### src/rtl/sp_ram_pkg.sv
// Shared constants for the single-port RAM arbiter: FSM encoding and requester count.
package sp_ram_pkg;

   // FSM encoding kept as plain constants so older code can compare against them directly
   localparam logic [0:0] ST_INIT  = 1'b0;   // zero sweep in progress
   localparam logic [0:0] ST_SERVE = 1'b1;   // arbitrating requesters

   localparam int NUM_REQ = 2;

endpackage

### src/rtl/sp_ram_rr_pick.sv
// Two-way round-robin pick: a lone requester always wins; on a tie the
// requester that was not granted most recently wins.
module sp_ram_rr_pick
   import sp_ram_pkg::*;
(
   input  logic [NUM_REQ-1:0] valid,
   input  logic               last,    // index of the most recent grant
   output logic [NUM_REQ-1:0] grant
);

   // one-hot grant, or zero when nobody asks
   always_comb begin
      grant = '0;
      if (valid == 2'b11)
         grant = last ? 2'b01 : 2'b10;
      else
         grant = valid;
   end

endmodule

### src/rtl/sp_ram_arbiter.sv
// Arbitrates two requesters onto one external single-port RAM. After reset
// (or a flush) the whole RAM is written to zero before any request is served.
module sp_ram_arbiter
   import sp_ram_pkg::*;
#(
   parameter int RAM_ADDR_WIDTH = 10,
   parameter int RAM_DATA_WIDTH = 16
) (
   input  logic                      clk,
   input  logic                      reset,
   input  logic                      flush,
   input  logic                      req0_valid,
   output logic                      req0_ready,
   input  logic                      req0_wen,
   input  logic [RAM_ADDR_WIDTH-1:0] req0_addr,
   input  logic [RAM_DATA_WIDTH-1:0] req0_wdata,
   input  logic                      req1_valid,
   output logic                      req1_ready,
   input  logic                      req1_wen,
   input  logic [RAM_ADDR_WIDTH-1:0] req1_addr,
   input  logic [RAM_DATA_WIDTH-1:0] req1_wdata,
   output logic                      resp0_valid,
   output logic [RAM_DATA_WIDTH-1:0] resp0_rdata,
   output logic                      resp1_valid,
   output logic [RAM_DATA_WIDTH-1:0] resp1_rdata,
   output logic                      ram_en,
   output logic                      ram_wen,
   output logic [RAM_ADDR_WIDTH-1:0] ram_addr,
   output logic [RAM_DATA_WIDTH-1:0] ram_din,
   input  logic [RAM_DATA_WIDTH-1:0] ram_dout,
   output logic                      init_done
);

   logic [0:0]                state;
   logic [RAM_ADDR_WIDTH-1:0] cnt;       // sweep address
   logic                      last;      // index of the most recent grant
   logic [NUM_REQ-1:0]        rd_pend;   // read accepted last cycle, per requester
   logic [NUM_REQ-1:0]        valid;
   logic [NUM_REQ-1:0]        pick;
   logic [NUM_REQ-1:0]        grant;
   logic                      serve;

   assign serve = (state == ST_SERVE);
   assign valid = {req1_valid, req0_valid};

   sp_ram_rr_pick u_pick (
      .valid (valid),
      .last  (last),
      .grant (pick)
   );

   // flush wins over any request in the same cycle; nothing is granted during the sweep
   assign grant      = (serve && !flush) ? pick : '0;
   assign req0_ready = grant[0];
   assign req1_ready = grant[1];
   assign init_done  = serve;

   // RAM port mux: sweep writes zeros, otherwise forward the granted requester or stay idle
   always_comb begin
      ram_en   = 1'b0;
      ram_wen  = 1'b0;
      ram_addr = '0;
      ram_din  = '0;
      if (!serve) begin
         ram_en   = 1'b1;
         ram_wen  = 1'b1;
         ram_addr = cnt;
      end else if (grant[0]) begin
         ram_en   = 1'b1;
         ram_wen  = req0_wen;
         ram_addr = req0_addr;
         ram_din  = req0_wdata;
      end else if (grant[1]) begin
         ram_en   = 1'b1;
         ram_wen  = req1_wen;
         ram_addr = req1_addr;
         ram_din  = req1_wdata;
      end
   end

   // RAM output is registered, so read data belongs to whoever was granted a read last cycle
   assign resp0_valid = rd_pend[0];
   assign resp1_valid = rd_pend[1];
   assign resp0_rdata = rd_pend[0] ? ram_dout : '0;
   assign resp1_rdata = rd_pend[1] ? ram_dout : '0;

   // FSM, sweep counter, round-robin history and pending-read flags
   always_ff @(posedge clk) begin
      if (reset) begin
         state   <= ST_INIT;
         cnt     <= '0;
         last    <= 1'b1;
         rd_pend <= '0;
      end else begin
         // a read issued just before a flush still gets its response
         rd_pend <= grant & ~{req1_wen, req0_wen};
         if (!serve) begin
            cnt <= cnt + 1'b1;
            if (&cnt) begin
               state <= ST_SERVE;
               cnt   <= '0;
            end
         end else if (flush) begin
            state <= ST_INIT;
            cnt   <= '0;
         end else if (|grant) begin
            last <= grant[1];
         end
      end
   end

endmodule

### config.mk
export PLATFORM = sky130hd
export DESIGN_NAME = sp_ram_arbiter
export DESIGN_NICKNAME = d
export VERILOG_FILES = /design/src/rtl/sp_ram_pkg.sv /design/src/rtl/sp_ram_rr_pick.sv /design/src/rtl/sp_ram_arbiter.sv
export SDC_FILE = /design/constraint.sdc
export NUM_CORES = 1
export LEC_CHECK = 0
export ABC_CLOCK_PERIOD_IN_PS = 1300
export CAP_MARGIN = 5
export CORE_AREA = 2 2 74 76
export DETAILED_ROUTE_END_ITERATION = 10
export DIE_AREA = 0 0 76 78
export PLACE_DENSITY_LB_ADDON = 0.3
export SETUP_SLACK_MARGIN = 0.4
export SLEW_MARGIN = 10
export SYNTH_ARGS = -nofsm -noshare
export SYNTH_HDL_FRONTEND = slang
export SYNTH_SLANG_ARGS = --single-unit
### constraint.sdc
create_clock -name clk -period 1.3 [get_ports clk]
set_input_delay 0.26 -clock clk [delete_from_list [all_inputs] [get_ports clk]]
set_output_delay 0.26 -clock clk [all_outputs]
set_load 0.005 [all_outputs]
==> reports/results.ini <==
[timing]
fin_setup_tns_ns=-13.95
fin_skew_ns=0.000741
finalCritPeriodShare=1.39
relSlewSlack=0.803
clock.fmax_mhz=554
hold_viol=0
slew_violations=0
period_needed_ns=1.80
setup_ws_ns=-0.505
finalSetupViolations=50
hold-worst-slack_ns=0.486
rsz0062_at_grt=yes
worst_slew_pin_slew_ns=0.295

[layout]
drive_above_1_share=0.536
area_growth_pct=178
regArea_um2=300
antenna_cells=0
fin_nets=429
multi_input_area_um2=1080
fillers=391

[die]
io_pins=140
floorplan.initialDensity=0.247
core_area_um2=5040
rows=26
die-area_um2=5930
die_y_um=78
die_x_um=76

[yosys]
ys_seq_area_frac=0.225
yosysUniqueCellTypes=37
yosys.area_share.simple=0.330
synth_cells=169
synth_top_family_by_area=compound AO/OA/AOI/OAI gates
synth_fa_ha_area_frac=0.0100
syn_nets=245
synth_mux_area_frac=0.00803
async_flop_share=0
synthesis.area_um2=1250
synth-compound-area-share=0.337
yosys_warnings=0
ys_top_cells_by_area=dfxtp_1, and2_1, a22o_1
synth_commonest_cells=and2_1, a22o_1, dfxtp_1, o21ai_0
ys_seq_elements=14
synth_top_area_share=0.225
synth_ff_type=dfxtp_1
synth_xor_area_frac=0.00703
synth_top_area_cell=dfxtp_1
syn_area_per_cell_um2=7.37
synth-edff-count=0
yosysMostFrequentCell=and2_1

[setup_path]
end_kind=primary output
slowest_stage=dfxtp_4
crit_type=flop to primary output
cp.arrival_ns=1.54
cp.required_ns=1.04
critPathMaxStageDelay_ns=0.33
r2r_cells=5
crit_chain=nor2b_4 > and3_4 > buf_12 > clkbuf_16 > a22o_1 > buf_2
crit_fanout=6
startpoint_type=flop

[power]
ir_drop_mv=0.478
leakage_nw=1.53
p_per_area_nw_per_um2=325
power.total_mw=1.12

[placement]
io_buffers=139
dpl.hpwl_um=4530
routabilityCongestion=0.822
post-place-ws_ns=-0.951

[global_route]
grt_pass1_wl_um=10400
globalRouteTotalUtil=0.216
antenna_found_initial=0
grt_max_degree=24
grt_pass1_vias=1976
overflow=0

[drt]
dr.pass1.iters=4
via_per_inst=4.87
wl_per_cell_um=16.5
drc=0
via_count=2050
drt_wl_total_um=6940
final_antenna_net_count=0
drt_iter0_drc=38

[clock_network]
cts_sinks=14
clk_pin_slew_worst_paths_ns=0.05
clkLatencyLatePin_ns=0.25
cts-root-buf=clkbuf_8
ctsLongestPathBuffers=2
cts_tree=done
ctsHoldBuffers=0
numCtsBuffers=3
htreeDepth=1

[min_path]
hold_path.class=flop to flop
min_delay_path_depth=1

[run]
maxCapViolCount=0

[run_status]
violations=setup timing
outcome=complete, but fails checks

## state kept, by name, summed over array words and instances (netlist names)
| signal | count |
|---|---|
| last | 1 |
| cnt | 10 |
| rd_pend | 2 |
| init_done | 1 |
## layer usage
layer,global-route usage,vias up,wire length [um]
li1,-,982,-
met5,0,-,0
met2,0.410,87,3710
met3,0.0477,21,429
met4,0.0764,0,176
met1,0.235,960,2620
## metrics by stage
stage,cells,utilization,instance area (um2)
after detailed placement,390,0.576,2900
final,421,0.687,3460
after global placement,390,0.576,2900
after floorplan,169,-,1300
after CTS,417,0.632,3190
after global routing,421,0.687,3460
## power by group
group	switching [mW]	internal, mW
registers	0.00984	0.431
logic	0.0958	0.234
clock network	0.148	0.205
## critical path, delay by kind of cell (launching register included)
family	cells	cell delay [ns]
flops	1	0.33
buf+inv	3	0.41
simple gates	2	0.32
compound gates	1	0.23
## worst paths after layout
kind | from | end | slack [ns]
setup / recovery | init_done | ram_din[0] | -0.50
setup reg to reg | cnt[1] | cnt[8] | -0.04
hold reg to reg | last | last | 0.49
hold / removal | last | last | 0.49
## layout by cell type, fill, tap and decap left out, drive strengths merged
cell type | Yosys | final
nand3b | 1 | 1
and2 | 34 | 34
a41oi | 1 | 1
mux2i | 1 | 1
dfxtp | 14 | 14
clkdlybuf4s50 | 0 | 56
nor2 | 8 | 8
buf | 8 | 115
a2bb2oi | 1 | 1
a311oi | 1 | 1
nand2b | 1 | 1
o21ai | 12 | 12
and4 | 2 | 2
nand2 | 9 | 9
a211o | 1 | 1
o211ai | 2 | 2
a21oi | 6 | 6
a32oi | 1 | 1
dlygate4sd2 | 0 | 19
a221o | 2 | 2
bufbuf | 0 | 1
ha | 1 | 1
nor3 | 1 | 1
or3 | 2 | 2
a22oi | 9 | 9
inv | 9 | 9
and3 | 2 | 2
nor3b | 1 | 1
a22o | 16 | 16
a31oi | 6 | 6
nor2b | 3 | 3
nand4 | 1 | 1
xnor2 | 1 | 1
clkbuf | 6 | 5
nand3 | 5 | 5
nand4b | 1 | 1
## cell type report
type	instances	share of cell area
Timing Repair Buffer	193	0.552
Multi-Input combinational cell	132	0.313
Sequential cell	14	0.0867
Tap cell	70	0.0253
Clock buffer	3	0.0119
Inverter	9	0.0105
## kinds of logic (layout without fill, tap and decap cells)
group,count (synthesis),in the layout
buffers and inverters,23,205
DFF,14,14
muxes,1,1
and+or+nand+nor,71,71
xor gates and xnor gates,1,1
AOI/OAI and AO/OA,58,58
adders and majority gates,1,1
## repair_timing
item                       in CTS  in global routing
pin swaps                      39                 17
resized for setup             347                 59
cloned                          4                  1
setup buffers                  20                  3
setup endpoints to repair      79                 79
(Power assumes the default switching activity.)
